File: config.mk
export PLATFORM = sky130hd
export DESIGN_NAME = spi_mem_ctrl_flat
export DESIGN_NICKNAME = d
export VERILOG_FILES = /design/src/rtl/spi_mem_ctrl_pkg.sv /design/src/rtl/spi_mem_ctrl_if.sv /design/src/rtl/spi_mem_ctrl_counter.sv /design/src/rtl/spi_mem_ctrl.sv /design/src/flat_wrapper.sv
export SDC_FILE = /design/constraint.sdc
export NUM_CORES = 1
export LEC_CHECK = 0
export CAP_MARGIN = 40
export CORE_MARGIN = 1.5
export CORE_UTILIZATION = 30
export CTS_BUF_LIST = sky130_fd_sc_hd__clkbuf_8
export CTS_CLUSTER_DIAMETER = 60
export DETAILED_ROUTE_END_ITERATION = 6
export PLACE_DENSITY = 0.52
export SYNTH_ARGS = -nofsm -noshare
export SYNTH_HDL_FRONTEND = slang
export SYNTH_SLANG_ARGS = --single-unit
File: constraint.sdc
create_clock -name clk -period 3.45 [get_ports clk]
set_input_delay 0.5175 -clock clk [delete_from_list [all_inputs] [get_ports clk]]
set_output_delay 0.5175 -clock clk [all_outputs]
set_load 0.005 [all_outputs]
File: src/rtl/spi_mem_ctrl_pkg.sv
// Shared types and defaults for the SPI slave memory controller slice.
package spi_mem_pkg;

  localparam int unsigned DEF_ADDR_BITS = 7;
  localparam int unsigned DEF_DATA_BITS = 8;
  localparam int unsigned DEF_CNT_W     = 4;

  typedef enum logic [3:0] {
    ST_IDLE         = 4'd0,
    ST_GET_ADDR     = 4'd1,
    ST_GOT_ADDR     = 4'd2,
    ST_READ_WAIT    = 4'd3,
    ST_READ_LOAD    = 4'd4,
    ST_READ_SHIFT   = 4'd5,
    ST_WRITE_SHIFT  = 4'd6,
    ST_WRITE_COMMIT = 4'd7,
    ST_DONE         = 4'd8
  } state_t;

  // LED debug vector: state in the upper nibble, bit counter in the lower.
  typedef struct packed {
    logic [3:0] state;
    logic [3:0] cnt;
  } dbg_t;

  function automatic dbg_t pack_dbg(input state_t s, input logic [3:0] c);
    dbg_t d;
    d.state = s;
    d.cnt   = c;
    return d;
  endfunction

endpackage

File: src/rtl/spi_mem_ctrl_if.sv
// Control bus between the SCLK/CS conditioning front end and the sequencer.
interface spi_mem_ctrl_if;
  logic       cs_n;
  logic       sclk_pos;
  logic       sclk_neg;
  logic       rw_bit;
  logic       addr_we;
  logic       sr_we;
  logic       dm_we;
  logic       miso_oe;
  logic       busy;
  logic [7:0] dbg;

  modport master (
    output cs_n, sclk_pos, sclk_neg, rw_bit,
    input  addr_we, sr_we, dm_we, miso_oe, busy, dbg
  );

  modport slave (
    input  cs_n, sclk_pos, sclk_neg, rw_bit,
    output addr_we, sr_we, dm_we, miso_oe, busy, dbg
  );
endinterface

File: src/rtl/spi_mem_ctrl_counter.sv
// Saturating bit counter with a runtime terminal-count limit.
module spi_bit_counter #(
  parameter int unsigned CNT_W = 4
) (
  input  logic             clk,
  input  logic             rst_n,
  input  logic             clr,
  input  logic             inc,
  input  logic [CNT_W-1:0] limit,
  output logic [CNT_W-1:0] cnt,
  output logic             last
);

  logic can_inc;

  // Stopping at limit (which always fits in CNT_W) also prevents wrap.
  assign can_inc = inc && !clr && (cnt < limit);
  assign last    = can_inc && ((cnt + CNT_W'(1)) == limit);

  always_ff @(posedge clk or negedge rst_n) begin
    if (!rst_n)       cnt <= '0;
    else if (clr)     cnt <= '0;
    else if (can_inc) cnt <= cnt + CNT_W'(1);
  end

endmodule

File: src/rtl/spi_mem_ctrl.sv
// Sequencing FSM for the SPI slave memory datapath; all outputs registered.
module spi_mem_ctrl
  import spi_mem_pkg::*;
#(
  parameter int unsigned ADDR_BITS = DEF_ADDR_BITS,
  parameter int unsigned DATA_BITS = DEF_DATA_BITS,
  parameter int unsigned CNT_W     = DEF_CNT_W   // 2**CNT_W > max(ADDR_BITS+1, DATA_BITS)
) (
  input  logic           clk,
  input  logic           rst_n,
  spi_mem_ctrl_if.slave  bus
);

  localparam logic [CNT_W-1:0] ADDR_LIM = CNT_W'(ADDR_BITS + 1);
  localparam logic [CNT_W-1:0] DATA_LIM = CNT_W'(DATA_BITS);

  state_t           state, state_next;
  logic [CNT_W-1:0] bit_cnt, cnt_limit;
  logic             cnt_clr, cnt_inc, cnt_last;
  logic             neg_only;
  logic             addr_we_d, sr_we_d, dm_we_d, miso_oe_d, busy_d;
  logic             addr_we_q, sr_we_q, dm_we_q, miso_oe_q, busy_q;

  spi_bit_counter #(.CNT_W(CNT_W)) u_cnt (
    .clk   (clk),
    .rst_n (rst_n),
    .clr   (cnt_clr),
    .inc   (cnt_inc),
    .limit (cnt_limit),
    .cnt   (bit_cnt),
    .last  (cnt_last)
  );

  always_ff @(posedge clk or negedge rst_n) begin
    if (!rst_n) begin
      state     <= ST_IDLE;
      addr_we_q <= 1'b0;
      sr_we_q   <= 1'b0;
      dm_we_q   <= 1'b0;
      miso_oe_q <= 1'b0;
      busy_q    <= 1'b0;
    end else begin
      state     <= state_next;
      addr_we_q <= addr_we_d;
      sr_we_q   <= sr_we_d;
      dm_we_q   <= dm_we_d;
      miso_oe_q <= miso_oe_d;
      busy_q    <= busy_d;
    end
  end

  // cs_n high while busy overrides every transition, including terminal counts.
  always_comb begin
    state_next = state;
    cnt_clr    = (state == ST_IDLE) || (state == ST_GOT_ADDR) || bus.cs_n;
    cnt_inc    = bus.sclk_pos && !bus.cs_n &&
                 ((state == ST_GET_ADDR) || (state == ST_READ_SHIFT) ||
                  (state == ST_WRITE_SHIFT));
    cnt_limit  = (state == ST_GET_ADDR) ? ADDR_LIM : DATA_LIM;
    if (state != ST_IDLE && bus.cs_n) begin
      state_next = ST_IDLE;
    end else begin
      case (state)
        ST_IDLE:         if (!bus.cs_n) state_next = ST_GET_ADDR;
        ST_GET_ADDR:     if (cnt_last) state_next = ST_GOT_ADDR;
        ST_GOT_ADDR:     state_next = bus.rw_bit ? ST_READ_WAIT : ST_WRITE_SHIFT;
        ST_READ_WAIT:    state_next = ST_READ_LOAD;
        ST_READ_LOAD:    state_next = ST_READ_SHIFT;
        ST_READ_SHIFT:   if (cnt_last) state_next = ST_DONE;
        ST_WRITE_SHIFT:  if (cnt_last) state_next = ST_WRITE_COMMIT;
        ST_WRITE_COMMIT: state_next = ST_DONE;
        ST_DONE:         state_next = ST_DONE;
        default:         state_next = ST_IDLE;
      endcase
    end
  end

  // Outputs are decoded from the next state so the registered copies line up with it.
  always_comb begin
    neg_only  = bus.sclk_neg && !bus.sclk_pos;
    addr_we_d = (state_next == ST_GOT_ADDR);
    sr_we_d   = (state_next == ST_READ_LOAD);
    dm_we_d   = (state_next == ST_WRITE_COMMIT);
    busy_d    = (state_next != ST_IDLE);
    // MISO keeps driving into DONE until the falling edge after the last bit.
    miso_oe_d = (state_next == ST_READ_SHIFT) ||
                ((state_next == ST_DONE) && miso_oe_q && !neg_only);
  end

  assign bus.addr_we = addr_we_q;
  assign bus.sr_we   = sr_we_q;
  assign bus.dm_we   = dm_we_q;
  assign bus.miso_oe = miso_oe_q;
  assign bus.busy    = busy_q;
  assign bus.dbg     = pack_dbg(state, 4'(bit_cnt));

endmodule

File: src/flat_wrapper.sv
// flat-port wrapper written by rule: the top's interface ports become plain ports
module spi_mem_ctrl_flat import spi_mem_pkg::*;
#(
  parameter int unsigned ADDR_BITS = DEF_ADDR_BITS,
  parameter int unsigned DATA_BITS = DEF_DATA_BITS,
  parameter int unsigned CNT_W     = DEF_CNT_W                                            
)
  (clk, rst_n, bus_cs_n, bus_sclk_pos, bus_sclk_neg, bus_rw_bit, bus_addr_we, bus_sr_we, bus_dm_we, bus_miso_oe, bus_busy, bus_dbg);
  spi_mem_ctrl_if bus_i ();
  input  logic clk;
  input  logic rst_n;
  input wire logic [$bits(bus_i.cs_n)-1:0] bus_cs_n;
  input wire logic [$bits(bus_i.sclk_pos)-1:0] bus_sclk_pos;
  input wire logic [$bits(bus_i.sclk_neg)-1:0] bus_sclk_neg;
  input wire logic [$bits(bus_i.rw_bit)-1:0] bus_rw_bit;
  output wire logic [$bits(bus_i.addr_we)-1:0] bus_addr_we;
  output wire logic [$bits(bus_i.sr_we)-1:0] bus_sr_we;
  output wire logic [$bits(bus_i.dm_we)-1:0] bus_dm_we;
  output wire logic [$bits(bus_i.miso_oe)-1:0] bus_miso_oe;
  output wire logic [$bits(bus_i.busy)-1:0] bus_busy;
  output wire logic [$bits(bus_i.dbg)-1:0] bus_dbg;
  assign bus_i.cs_n = bus_cs_n;
  assign bus_i.sclk_pos = bus_sclk_pos;
  assign bus_i.sclk_neg = bus_sclk_neg;
  assign bus_i.rw_bit = bus_rw_bit;
  assign bus_addr_we = bus_i.addr_we;
  assign bus_sr_we = bus_i.sr_we;
  assign bus_dm_we = bus_i.dm_we;
  assign bus_miso_oe = bus_i.miso_oe;
  assign bus_busy = bus_i.busy;
  assign bus_dbg = bus_i.dbg;
  spi_mem_ctrl #(.ADDR_BITS(ADDR_BITS), .DATA_BITS(DATA_BITS), .CNT_W(CNT_W)) u_core (.clk(clk), .rst_n(rst_n), .bus(bus_i));
endmodule
==> impl_metrics.toml, run 1 <==
[outcome]
outcome = "finished clean"

[sta]
fin_skew_ns = 0.00381
slew_limit_fails = 0
final_min_period_over_clock_period_pct = 62.8
rsz_0062_raised_after_global_routing = "false"
timing.final.hold_violations = 0
final.min_clock_period_ns = 2.17
worst_slew_pin_slew_ns = 0.591
max_freq_mhz = 462
finalSetupViolations = 0
timing.max_slew.rel_slack_pct = 60.5
totalNegativeSetupSlack_ns = 0

[final_layout]
filler_cell_count = 258
drive_above_1_share_pct = 16.5
antennaDiodeCount = 0
post_layout_nonfiller_instances = 127
finalNetCount = 106
flow.area_growth_from_synthesis_pct = 26.7
design_area_um2 = 1020

[synthesis]
yosysTopAreaCell = "sky130_fd_sc_hd__dfrtp_1"
synth_cell_types = 39
syn_avg_cell_area_um2 = 10.2
synth-warning-count = 0
synthTopCellsByCount = "13 x sky130_fd_sc_hd__dfrtp_1, 8 x sky130_fd_sc_hd__nor2_1, 5 x sky130_fd_sc_hd__nor3_1"
ys_ff_latch = 13
synth_top_cells_by_area = "sky130_fd_sc_hd__dfrtp_1 41%, sky130_fd_sc_hd__nor2_1 3.7%, sky130_fd_sc_hd__clkbuf_8 3.4%, sky130_fd_sc_hd__ha_1 3.1%, sky130_fd_sc_hd__nor3_1 3.1%"
synth_top_flop_cell = "sky130_fd_sc_hd__dfrtp_1"
mappedNetlistNets = 87
mappedNetlistArea_um2 = 802
postSynthCellCount = 79
synth_largest_type_area_fraction_pct = 40.6
post-synth-top-count-cell = "sky130_fd_sc_hd__dfrtp_1"
synth_edf_count = 0
yosysSeqAreaShare_pct = 40.6
synth_async_sr_flop_share_pct = 100

[pwr]
internal-power_w = 0.000315
power-per-cell-area_nw_per_um2 = 456
clock_power_share_pct = 29.6
irDropWorstVdd_uv = 304
p_sw_w = 0.000148
switching_share_pct = 32.0
seq_power_share_pct = 42.1
pwr-share-comb_pct = 28.3
p_leak_nw = 0.416

[worst_setup_path]
worstPathMaxFanout = 7
cp.depth = 6
timing.critical_path.from = "bus_cs_n"
timing.critical_path.to_type = "flop"
crit-reg2reg-launch = "u_core.u_cnt.cnt[0]"
crit_path_max_incr_delay_ns = 0.57
ff_to_ff_setup_slack_ns = 1.55
critical-path-top-delay-family = "compound AO/OA/AOI/OAI gates"
cp_num_buf_inv = 1
worst_setup_path_start_kind = "input pin"
slowest_stage = "sky130_fd_sc_hd__clkdlybuf4s50_1"
worstSetupEndpoint = "u_core.bus.sr_we"
timing.setup.critical_path_class = "input pin to flop"
critical_path_required_ns = 3.58
end_of_the_worst_register_to_register_path = "u_core.bus.sr_we"
timing.critical_path.arrival_ns = 2.30
path_cells = "clkdlybuf4s50_1, nor3b_4, o2111ai_2, a2111oi_2, a21o_2, nor2_1"
reg2reg_depth = 6

[floorplan]
die_y_um = 54.7
initial_core_util_pct = 32.1
fp.dieArea_um2 = 2990
coreArea_um2 = 2500
fp-row-count = 18
chipWidth_um = 54.7
num_ports = 19

[cts]
cts-hold-fix-buffers = 0
cts_max_path_buffers = 2
tritoncts = "yes"
cts.root.buffer_cell = "sky130_fd_sc_hd__clkbuf_8"
h-tree-depth = 1
clock-sinks = 13
cts_made_buffers = 3
clk_pin_slew_worst_paths_ns = 0.06
clock_latency_at_the_later_pin_of_the_worst_skew_pair_ns = 0.24
post_cts_resized = 0
post_cts_buffers = 0

[route]
drt-total-wl_um = 1670
drcViolationCount = 0
post_drt_via_cell_ratio = 5.02
route.detailed.wl_per_inst_um = 13.2
ant_nets = 0
drt-pass1-iter-count = 4
dr.first_iter.drc_count = 10
vias = 638

[placed_design]
gp_routability_congestion = 0.772
dpl.hpwl_um = 1190
place.port_buffers = 18
placed_cells_incl_taps = 123
postPlaceCellArea_um2 = 970

[global_routing]
antenna_violations_before_repair = 0
grtUsageTotal_pct = 13.6
pin_count_of_the_biggest_net_entering_global_routing = 16
globalRoute.totalOverflow = 0
grt_first_pass_wirelength_um = 2760
via_count_of_the_first_global_routing_pass = 572

[min_path]
hp-class = "flop to flop"

[job]
cap_viol_max_count = 0
registers in the layout (all words and copies together) (netlist names):
signal,count
u_core.bus.sr_we,1
u_core.bus.dm_we,1
u_core.u_cnt.cnt,4
u_core.state,4
u_core.bus.miso_oe,1
u_core.bus.addr_we,1
u_core.bus.busy,1
worst min-delay path by stage:
stage	start	to	slack, ns	cells after the start
finish	u_core.u_cnt.cnt[3]	u_core.u_cnt.cnt[3]	0.57	1
global placement	u_core.u_cnt.cnt[2]	u_core.u_cnt.cnt[2]	0.58	1
global route	u_core.u_cnt.cnt[2]	u_core.u_cnt.cnt[2]	0.62	1
floorplan	rst_n	u_core.bus.addr_we	0.22	0
detailed placement	u_core.u_cnt.cnt[3]	u_core.u_cnt.cnt[3]	0.57	1
CTS	u_core.u_cnt.cnt[3]	u_core.u_cnt.cnt[3]	0.58	1
area by class of cell:
type / instances / area (µm²) / share of cell area (%)
inverter: 2 / 7.51 / 0.739
timing repair buffer: 18 / 180 / 17.7
multi-input combinational: 60 / 419 / 41.3
sequential: 13 / 325 / 32.0
clock buffer: 3 / 41.3 / 4.06
tap: 30 / 37.5 / 3.69
clock inverter: 1 / 5.00 / 0.493
power groups by stage:
stage | registers (W) | logic, W | clock network, W
after CTS | 0.000196 | 0.000131 | 0.000144
after floorplan | 0.000181 | 0.000112 | 0
after global routing | 0.000200 | 0.000147 | 0.000154
final | 0.000195 | 0.000131 | 0.000137
after global placement | 0.000199 | 0.000131 | 0
after detailed placement | 0.000199 | 0.000130 | 0
per-layer routing:
metal,vias to the layer above,GRT usage [%],share of wire [%]
li1,324,-,-
met1,297,18.5,51
met5,-,0,0
met4,0,6.25,1.4
met3,2,6.28,6.7
met2,15,18.1,41
layout by cell type, fill, tap and decap left out:
cell,netlist,final
sky130_fd_sc_hd__inv_1,2,2
sky130_fd_sc_hd__o2111ai_2,1,1
sky130_fd_sc_hd__nor3b_4,1,1
sky130_fd_sc_hd__and3_2,1,1
sky130_fd_sc_hd__o211ai_2,1,1
sky130_fd_sc_hd__nor3_1,5,5
sky130_fd_sc_hd__and2_1,1,1
sky130_fd_sc_hd__ha_1,2,2
sky130_fd_sc_hd__o21a_1,1,1
sky130_fd_sc_hd__dfrtp_1,13,13
sky130_fd_sc_hd__a2111oi_2,1,1
sky130_fd_sc_hd__and3b_2,1,1
sky130_fd_sc_hd__clkinv_2,0,1
sky130_fd_sc_hd__o21ai_0,4,4
sky130_fd_sc_hd__a21oi_1,2,2
sky130_fd_sc_hd__a21o_2,1,1
sky130_fd_sc_hd__and2b_2,1,1
sky130_fd_sc_hd__or2_1,1,1
sky130_fd_sc_hd__clkbuf_8,2,3
sky130_fd_sc_hd__o2bb2ai_1,2,2
sky130_fd_sc_hd__nand2_1,3,3
sky130_fd_sc_hd__and3b_1,1,1
sky130_fd_sc_hd__and2_2,1,1
sky130_fd_sc_hd__a221oi_1,1,1
sky130_fd_sc_hd__nor4_1,2,2
sky130_fd_sc_hd__or2b_1,1,1
sky130_fd_sc_hd__clkdlybuf4s50_1,0,18
sky130_fd_sc_hd__a22o_1,1,1
sky130_fd_sc_hd__nor2b_1,2,2
sky130_fd_sc_hd__a211oi_1,1,1
sky130_fd_sc_hd__nand2b_1,2,2
sky130_fd_sc_hd__nor2_1,8,8
sky130_fd_sc_hd__o21ai_1,1,1
sky130_fd_sc_hd__nand3b_1,1,1
sky130_fd_sc_hd__a31oi_1,1,1
sky130_fd_sc_hd__o31a_2,1,1
sky130_fd_sc_hd__nand3_1,4,4
sky130_fd_sc_hd__nand4_1,1,1
sky130_fd_sc_hd__or3_4,1,1
sky130_fd_sc_hd__o21bai_2,1,1
through the flow:
step / hold slack, ns / util (%) / setup WS [ns] / power (W)
final: 0.573 / 40.6 / 1.28 / 0.000463
after global routing: 0.617 / 40.6 / 1.16 / 0.000501
after CTS: 0.582 / 40.6 / 1.30 / 0.000471
after detailed placement: 0.568 / 38.8 / 1.04 / 0.000329
after global placement: 0.583 / 38.8 / 1.11 / 0.000330
after floorplan: 0.222 / - / 1.72 / 0.000293
worst reg2reg max path: stages, from the launching register on:
cell	delay [ns]
sky130_fd_sc_hd__dfrtp_1	0.44
sky130_fd_sc_hd__ha_1	0.21
sky130_fd_sc_hd__and3b_2	0.23
sky130_fd_sc_hd__o2111ai_2	0.20
sky130_fd_sc_hd__a2111oi_2	0.47
sky130_fd_sc_hd__a21o_2	0.20
sky130_fd_sc_hd__nor2_1	0.04
logic make-up (layout without fill, tap and decap cells):
family | count (synthesis) | count (layout) | synth area share [%]
AO/OA/AOI/OAI | 20 | 20 | 20.4
adder cells (fa/ha/maj) | 2 | 2 | 3.12
buffers and inverters | 6 | 24 | 7.18
flip-flops | 13 | 13 | 40.6
AND/OR/NAND/NOR | 38 | 38 | 28.7
(Power assumes the default switching activity.)
==> run 2: changes to the inputs <==
==> constraint.sdc (replaced) <==
create_clock -name clk -period 2 [get_ports clk]
set_input_delay 0.3 -clock clk [delete_from_list [all_inputs] [get_ports clk]]
set_output_delay 0.3 -clock clk [all_outputs]
set_load 0.005 [all_outputs]
==> run 2 against run 1 <==
Net effect:
- wire length rose by 7.4%
- sequential power rose by 64%
- cell area rose by 5.0%
- critical path type is now flop to flop
- largest cell class unchanged
==> impl_metrics.toml, run 2 (synthesized netlist as in run 1, its figures left out) <==
[floorplan]
chipWidth_um = 54.7
fp.dieArea_um2 = 2990
die_y_um = 54.7
num_ports = 19
fp-row-count = 18
initial_core_util_pct = 32.1
coreArea_um2 = 2500

[route]
vias = 682
drt-pass1-iter-count = 4
post_drt_via_cell_ratio = 5.09
drt-total-wl_um = 1800
drcViolationCount = 0
ant_nets = 0
route.detailed.wl_per_inst_um = 13.4
dr.first_iter.drc_count = 13

[global_routing]
via_count_of_the_first_global_routing_pass = 662
grt_first_pass_wirelength_um = 3130
antenna_violations_before_repair = 0
globalRoute.totalOverflow = 0
grtUsageTotal_pct = 15.5
pin_count_of_the_biggest_net_entering_global_routing = 15

[cts]
post_cts_resized = 0
clock-sinks = 13
cts-hold-fix-buffers = 0
tritoncts = "yes"
clock_latency_at_the_later_pin_of_the_worst_skew_pair_ns = 0.25
post_cts_buffers = 0
clk_pin_slew_worst_paths_ns = 0.06
cts_max_path_buffers = 2
cts.root.buffer_cell = "sky130_fd_sc_hd__clkbuf_8"
cts_made_buffers = 3
h-tree-depth = 1

[worst_setup_path]
timing.critical_path.to_type = "flop"
critical_path_required_ns = 2.14
path_cells = "ha_1, and3b_2, o2111ai_2, a2111oi_2, a21o_2, nor2_1"
worst_setup_path_start_kind = "flop"
worstPathMaxFanout = 6
crit_path_max_incr_delay_ns = 0.46
timing.critical_path.arrival_ns = 1.98
slowest_stage = "sky130_fd_sc_hd__a2111oi_2"
timing.setup.critical_path_class = "flop to flop"

[pwr]
p_leak_nw = 0.453
irDropWorstVdd_uv = 408
power-per-cell-area_nw_per_um2 = 776

[outcome]
outcome = "finished clean"

[sta]
rsz_0062_raised_after_global_routing = "false"
final.min_clock_period_ns = 1.84
slew_limit_fails = 0
timing.max_slew.rel_slack_pct = 59.7
fin_skew_ns = 0.00216
worst_slew_pin_slew_ns = 0.602
timing.final.hold_violations = 0
post-route-worst-setup-slack_ns = 0.161
totalNegativeSetupSlack_ns = 0
final_min_period_over_clock_period_pct = 92.0
timing.hold.ws_ns = 0.432
max_freq_mhz = 544
finalSetupViolations = 0

[final_layout]
antennaDiodeCount = 0
largest_registers = "u_core.state x4, u_core.u_cnt.cnt x4"
layout_commonest_cell = "sky130_fd_sc_hd__clkdlybuf4s50_1"
finalNetCount = 113
final_cell_mix = "18 x sky130_fd_sc_hd__clkdlybuf4s50_1, 13 x sky130_fd_sc_hd__dfrtp_1, 8 x sky130_fd_sc_hd__nor2_1, 7 x sky130_fd_sc_hd__buf_4, 5 x sky130_fd_sc_hd__nor3_1"
flow.area_growth_from_synthesis_pct = 33.1
drive_above_1_share_pct = 21.2
layout.core_utilization_pct = 42.7

[job]
cap_viol_max_count = 0

[placed_design]
gp_routability_congestion = 0.797
dpl.hpwl_um = 1320
post-place-ws_ns = -0.0576
place.port_buffers = 18

[min_path]
hp-class = "input pin to async pin"
[run 2: final timing paths]
| path | from | cells after the start | slack, ns | end |
|---|---|---|---|---|
| worst max-delay path | u_core.u_cnt.cnt[1] | 6 | 0.16 | u_core.bus.sr_we |
| worst min-delay path | rst_n | 1 | 0.43 | u_core.u_cnt.cnt[1] |
| worst max register to register | u_core.u_cnt.cnt[1] | 6 | 0.16 | u_core.bus.sr_we |
| worst min register to register | u_core.u_cnt.cnt[3] | 1 | 0.59 | u_core.u_cnt.cnt[3] |
| max in group asynchronous | rst_n | 1 | 1.18 | u_core.bus.dm_we |
| min in group clk | u_core.u_cnt.cnt[3] | 1 | 0.59 | u_core.u_cnt.cnt[3] |
[run 2: critical path, delay by kind of cell, from the launching register on]
kind	cells	cell delay, ns
AO/OA/AOI/OAI	3	0.83
adder cells (fa/ha/maj)	1	0.20
flip-flops	1	0.42
AND/OR/NAND/NOR	2	0.27
[run 2: final cells by class]
class                           instances  area [µm²]
Sequential cell                        13         325
Fill cell                             237        1430
Inverter                                2        7.51
Multi-Input combinational cell         60         419
Tap cell                               30        37.5
Timing Repair Buffer                   25         233
Clock inverter                          1        3.75
Clock buffer                            3        41.3
[run 2: report_power, final]
part	switching [W]	internal, W	total (W)
clock network	0.000100	0.000136	0.000236
registers	0.0000371	0.000283	0.000320
logic	0.000127	0.000144	0.000272
[run 2: per-stage QoR]
step / cell area [µm²] / instances / total power (W)
finish: 1070 / 134 / 0.000828
global placement: 1020 / 130 / 0.000602
global route: 1070 / 134 / 0.000891
detailed placement: 1020 / 130 / 0.000598
CTS: 1070 / 134 / 0.000837
floorplan: 802 / 79 / 0.000505
[run 2: layer usage]
| layer | global-route usage, % | part of all wire (%) |
|---|---|---|
| met3 | 6.56 | 6.2 |
| met4 | 9.17 | 2.5 |
| met5 | 0 | 0 |
| met2 | 20.8 | 45 |
| met1 | 20.3 | 46 |
